File: config.mk
export PLATFORM = sky130hd
export DESIGN_NAME = vend_txn_ctrl
export DESIGN_NICKNAME = d
export VERILOG_FILES = /design/src/rtl/vend_txn_ctrl.sv
export SDC_FILE = /design/constraint.sdc
export NUM_CORES = 1
export LEC_CHECK = 0
export CORE_ASPECT_RATIO = 0.6
export CORE_UTILIZATION = 45
export CTS_CLUSTER_DIAMETER = 120
export DETAILED_ROUTE_END_ITERATION = 6
export PLACE_DENSITY = 0.7
export SLEW_MARGIN = 30
export SYNTH_ARGS = -nofsm -noshare
export SYNTH_HDL_FRONTEND = slang
export SYNTH_SLANG_ARGS = --single-unit
File: constraint.sdc
create_clock -name clk -period 6.45 [get_ports clk]
set_clock_uncertainty 0.1 [all_clocks]
set_input_delay 1.935 -clock clk [delete_from_list [all_inputs] [get_ports clk]]
set_output_delay 1.935 -clock clk [all_outputs]
set_load 0.01 [all_outputs]
File: src/rtl/vend_txn_ctrl.sv
// Vending machine transaction controller: debounces touch area codes into single
// key events and runs the purchase FSM (selection, credit, dispense, change, refund).
module vend_txn_ctrl #(
    parameter int DEB_CYCLES = 16,
    parameter int PRICE_ROW1 = 5,
    parameter int PRICE_ROW2 = 8,
    parameter int PRICE_ROW3 = 12,
    parameter int CREDIT_MAX = 100
) (
    input  logic       clk,
    input  logic       rstn,
    input  logic [4:0] area_flag,
    output logic       key_pulse,
    output logic [4:0] key_code,
    output logic [2:0] state,
    output logic [3:0] sel_item,
    output logic [7:0] credit,
    output logic       dispense_valid,
    output logic [3:0] dispense_item,
    output logic       change_valid,
    output logic [7:0] change_amt,
    output logic       err_pulse
);

    localparam int CW = $clog2(DEB_CYCLES + 1);
    localparam logic [CW-1:0] DEB_CNT    = CW'(DEB_CYCLES);
    localparam logic [8:0]    CREDIT_LIM = 9'(CREDIT_MAX);

    localparam logic [4:0] KEY_HALF     = 5'd13;
    localparam logic [4:0] KEY_ONE      = 5'd14;
    localparam logic [4:0] KEY_FIVE     = 5'd15;
    localparam logic [4:0] KEY_WITHDRAW = 5'd16;
    localparam logic [4:0] KEY_CONFIRM  = 5'd17;
    localparam logic [4:0] KEY_CANCEL   = 5'd18;

    typedef enum logic [2:0] {
        S_IDLE     = 3'd0,
        S_SELECTED = 3'd1,
        S_DISPENSE = 3'd2,
        S_CHANGE   = 3'd3,
        S_REFUND   = 3'd4
    } state_t;

    // ---------------------------------------------------------------- debouncer
    logic [4:0]    sample;
    logic [4:0]    prev_q;
    logic [CW-1:0] run_q, run_d;
    logic          armed_q, armed_d;
    logic          key_pulse_q, key_pulse_d;
    logic [4:0]    key_code_q, key_code_d;

    // Codes above CANCEL are unused by the area judge and behave like "no touch".
    always_comb sample = (area_flag > KEY_CANCEL) ? 5'd0 : area_flag;

    // NOTE: every output of a combinational block gets a default first, so no path leaves it unassigned (no latch).
    always_comb begin
        run_d       = run_q;
        armed_d     = armed_q;
        key_pulse_d = 1'b0;
        key_code_d  = 5'd0;
        if (sample != prev_q) begin
            run_d = CW'(1);
        end else if (run_q != DEB_CNT) begin
            run_d = run_q + CW'(1);
        end
        if (run_d == DEB_CNT) begin
            if (sample == 5'd0) begin
                armed_d = 1'b1;
            end else if (armed_q) begin
                key_pulse_d = 1'b1;
                key_code_d  = sample;
                armed_d     = 1'b0;
            end
        end
    end

    // ---------------------------------------------------------------- purchase FSM
    state_t     state_q, state_d;
    state_t     ret_q, ret_d;
    logic [3:0] sel_q, sel_d;
    logic [7:0] credit_q, credit_d;
    logic       dv_q, dv_d;
    logic [3:0] di_q, di_d;
    logic       cv_q, cv_d;
    logic [7:0] ca_q, ca_d;
    logic       err_q, err_d;

    logic [8:0] coin_sum;
    logic [7:0] price;
    logic [7:0] remain;

    function automatic logic [7:0] price_of(input logic [3:0] item);
        if (item <= 4'd4)      return 8'(PRICE_ROW1);
        else if (item <= 4'd8) return 8'(PRICE_ROW2);
        else                   return 8'(PRICE_ROW3);
    endfunction

    function automatic logic [7:0] coin_value(input logic [4:0] code);
        case (code)
            KEY_HALF: return 8'd1;
            KEY_ONE:  return 8'd2;
            KEY_FIVE: return 8'd10;
            default:  return 8'd0;
        endcase
    endfunction

    always_comb begin
        coin_sum = {1'b0, credit_q} + {1'b0, coin_value(key_code_q)};
        price    = price_of(sel_q);
        remain   = credit_q - price;
    end

    always_comb begin
        state_d  = state_q;
        ret_d    = ret_q;
        sel_d    = sel_q;
        credit_d = credit_q;
        dv_d     = 1'b0;
        di_d     = 4'd0;
        cv_d     = 1'b0;
        ca_d     = 8'd0;
        err_d    = 1'b0;
        case (state_q)
            S_IDLE, S_SELECTED: begin
                if (key_pulse_q) begin
                    case (key_code_q) inside
                        [5'd1:5'd12]: begin
                            sel_d   = key_code_q[3:0];
                            state_d = S_SELECTED;
                        end
                        KEY_HALF, KEY_ONE, KEY_FIVE: begin
                            if (coin_sum <= CREDIT_LIM) credit_d = coin_sum[7:0];
                            else                        err_d    = 1'b1;
                        end
                        KEY_WITHDRAW: begin
                            if (credit_q != 8'd0) begin
                                state_d = S_REFUND;
                                ret_d   = state_q;
                                cv_d    = 1'b1;
                                ca_d    = credit_q;
                            end
                        end
                        KEY_CONFIRM: begin
                            if (state_q == S_SELECTED) begin
                                if (credit_q >= price) begin
                                    state_d = S_DISPENSE;
                                    dv_d    = 1'b1;
                                    di_d    = sel_q;
                                end else begin
                                    err_d = 1'b1;
                                end
                            end
                        end
                        KEY_CANCEL: begin
                            state_d = S_REFUND;
                            ret_d   = S_IDLE;
                            sel_d   = 4'd0;
                            cv_d    = (credit_q != 8'd0);
                            ca_d    = credit_q;
                        end
                        default: ;
                    endcase
                end
            end
            S_DISPENSE: begin
                // Change strobe is registered here so it lines up with the CHANGE cycle.
                credit_d = remain;
                state_d  = S_CHANGE;
                cv_d     = (remain != 8'd0);
                ca_d     = remain;
            end
            S_CHANGE: begin
                credit_d = 8'd0;
                sel_d    = 4'd0;
                state_d  = S_IDLE;
            end
            S_REFUND: begin
                credit_d = 8'd0;
                state_d  = ret_q;
            end
            default: state_d = S_IDLE;
        endcase
    end

    // NOTE: sequential state uses non-blocking assignments so all registers update from pre-edge values.
    always_ff @(posedge clk or negedge rstn) begin
        if (!rstn) begin
            prev_q      <= 5'd0;
            run_q       <= '0;
            armed_q     <= 1'b1;
            key_pulse_q <= 1'b0;
            key_code_q  <= 5'd0;
            state_q     <= S_IDLE;
            ret_q       <= S_IDLE;
            sel_q       <= 4'd0;
            credit_q    <= 8'd0;
            dv_q        <= 1'b0;
            di_q        <= 4'd0;
            cv_q        <= 1'b0;
            ca_q        <= 8'd0;
            err_q       <= 1'b0;
        end else begin
            prev_q      <= sample;
            run_q       <= run_d;
            armed_q     <= armed_d;
            key_pulse_q <= key_pulse_d;
            key_code_q  <= key_code_d;
            state_q     <= state_d;
            ret_q       <= ret_d;
            sel_q       <= sel_d;
            credit_q    <= credit_d;
            dv_q        <= dv_d;
            di_q        <= di_d;
            cv_q        <= cv_d;
            ca_q        <= ca_d;
            err_q       <= err_d;
        end
    end

    assign key_pulse      = key_pulse_q;
    assign key_code       = key_code_q;
    assign state          = state_q;
    assign sel_item       = sel_q;
    assign credit         = credit_q;
    assign dispense_valid = dv_q;
    assign dispense_item  = di_q;
    assign change_valid   = cv_q;
    assign change_amt     = ca_q;
    assign err_pulse      = err_q;

endmodule

==> results.tsv <==
metric	value	unit
PortBufs	42	
per-instance average area after synthesis	9.46	sq um
final global-route overflow total	0	
synthesized flop and latch total	50	
total number of clock tree sinks	50	
Post-synth ARST share	100	%
period utilisation layout	63.3	%
Final setup violation count	0	
power per standard cell area	170	nW/um^2
initial drt markers	162	
mean routed wirelength per cell	16.8	microns
clock tree root buffer cell	clkbuf_16	
top cell type by total area after synthesis	dfrtp_1	
Hold Vio Cnt, Final	0	
measured slew at the worst slew-check pin	738	ps
cell count after synthesis	328	
netlist area before placement	3100	sq um
clock slew at the register clock pins of the worst setup and hold paths	70	ps
Hold/Removal Path Class	register to register	
Via density	5.69	
io pins	43	
Post-Synthesis Net Count	345	
H-Tree Level Count	2	
Cell Count Post-Placement	443	
area inside the core boundary	6680	sq um
area added between synthesis and finish	19.7	%
Resized Gates After CTS	0	
Non-Filler Instances	451	
sort of element at the end of the critical path	register	
Die Footprint	7240	sq um
number of antenna violations at the first check in global routing	0	
launching element type of the critical path	input port	
antenna viol nets, final	0	
number of warnings reported in the yosys synthesis log	0	
number of distinct standard cells referenced by the synthesized netlist	71	
Crit path arrival time	4180	ps
global routing usage summed across all routing layers	22.9	%
setup repair after global routing missed its margin	no	
highest clock rate	245	MHz
via count of the first global-routing pass	2361	
total number of vias	2567	
x dimension of the die	109	microns
maximum number of buffers from clock root to sink	2	
area of the multi-input gates	1720	sq um
top_reg_cell synth	dfrtp_1	
leakage	1.59	nW
Crit Path Max Fanout	8	
top cells by count, synth	49 x dfrtp_1, 36 x nor2_1, 25 x nand2_1, 15 x and2_1	
TritonCTS Buffers	5	
dominant cells by area after synthesis	dfrtp_1 40%, nor2_1 4.4%, xnor2_1 3.7%, ha_1 3.6%, and2_1 3.0%	
sequential cell area	1250	sq um
wire length of the first global-routing pass	12.4	mm
clock tree from TritonCTS	done	
CP Class	input port to register	
antenna diode instance count	0	
number of fillers in the final layout	608	
number of max-cap violations	0	
Slew Limit Fails	0	
most frequently used cell type in the post-synthesis netlist	dfrtp_1	
height of the die	66.3	microns
minimum period implied by the final worst setup slack	4080	ps
WL final	7.60	mm
largest net degree at the start of global routing	51	
worst slew margin relative to its limit	50.5	%
initial cell density of the core	46.5	%
largest voltage drop on the vdd net	0.0961	mV
number of enable flip-flop cells after synthesis	0	
TritonRoute pass-1 iters	4	
detailed placer's ending HPWL	5.74	mm
DRC violations left	0	
Setup Buffers After CTS	0	
CTS Hold Buffers Added	0	
required time of the critical path	6540	ps
Total Neg Setup Slack	0	ps
number of standard-cell rows in the floorplan	23	
Nets	380	
share of the yosys chip area belonging to registers	40.4	%
clock latency of the later-clocked register in the worst-skew pair	290	ps
outcome	finished, final reports clean	
Routability Congestion	0.883	
post-synth top area share	39.5	%
share of post-route cells with drive strength above 1	9.62	%
## state kept, by name, summed over array words and instances (netlist names), 3 cells and up
name           count
change_amt         8
credit             8
key_code           5
prev_q             5
run_q              5
dispense_item      4
sel_item           4
ret_q              3
state              3
## where the power goes
| group | leakage (nW) | switching (mW) | internal, mW | total (mW) |
|---|---|---|---|---|
| Combinational | 0.823 | 0.0189 | 0.0122 | 0.0311 |
| Sequential | 0.685 | 0.00250 | 0.316 | 0.319 |
| Clock | 0.0801 | 0.115 | 0.166 | 0.281 |
| Total | 1.59 | 0.137 | 0.494 | 0.631 |
## layout by cell type (no fill, tap or decap), types with 3 or more instances in the layout
master and n:
a21o_1 8, a211oi_1 3, nor2_1 36, mux2i_1 5, inv_1 13, nand2b_1 4
or2_2 3, dfrtp_1 49, o21ai_0 13, clkdlybuf4s50_1 41, o21a_1 4, a31oi_1 6
or3_1 5, a31o_2 3, nand2_1 25, nor3b_1 3, o31ai_1 3, nand3_1 13
xnor2_1 13, nor2b_1 4, nor4bb_1 3, ha_1 9, clkbuf_16 5, a21oi_1 10
and2_1 15, nor3_1 9, nand3b_1 3
## metrics by stage
stage	setup slack [ps]	util, %	total power, mW	cell area (sq um)	hold WS [ps]
4_1_cts	2360	55.6	0.636	3710	391
2_1_floorplan	2920	-	0.342	3100	350
6_report	2370	55.6	0.631	3710	384
3_3_place_gp	2310	53.2	0.355	3550	368
3_5_place_dp	2070	53.2	0.356	3550	376
5_1_grt	2170	55.6	0.653	3710	419
## metal layers
layer	track usage, %	vias up	wire (microns)
li1	-	1260	-
met5	0	-	0
met3	5.91	4	618
met2	30.9	103	2990
met1	36.2	1200	3960
met4	3.17	0	27
## final cells by class
class | count | share of cell area, %
multi-input cells | 250 | 46.3
flip-flops and latches | 50 | 33.7
repair buffers | 42 | 11.3
clock buffers | 7 | 4.11
well taps | 87 | 2.93
inverters | 14 | 1.42
clock inverters | 1 | 0.236
## final timing paths
check	from	endpoint	slack, ps	depth (start not counted)
worst max-delay path	area_flag[2]	key_code[1]$_DFF_PN0_	2370	7
worst min-delay path	ret_q[0]$_DFFE_PN0P_	ret_q[0]$_DFFE_PN0P_	380	2
worst max register to register	key_code[1]$_DFF_PN0_	credit[0]$_DFFE_PN0P_	3090	10
worst min register to register	ret_q[0]$_DFFE_PN0P_	ret_q[0]$_DFFE_PN0P_	380	2
max in group asynchronous	rstn	state[0]$_DFFE_PN0P_	4250	1
min in group asynchronous	rstn	change_amt[6]$_DFF_PN0_	1550	1
## cells by family after synthesis
kind of cell | after synthesis | synth area share, %
AOI/OAI and AO/OA | 77 | 18.5
muxes | 7 | 2.46
adders and majority gates | 10 | 4.28
buffers and inverters | 28 | 4.15
and+or+nand+nor | 142 | 26.1
xor gates and xnor gates | 14 | 4.20
DFF | 50 | 40.4
## critical path: stages
cell	delay, ps
clkdlybuf4s50_1	550
o31ai_1	340
nand2_1	170
xnor2_1	190
nor4_4	440
nand4_2	270
nor3_1	270
Note: power is estimated with default switching activity, not from simulation.
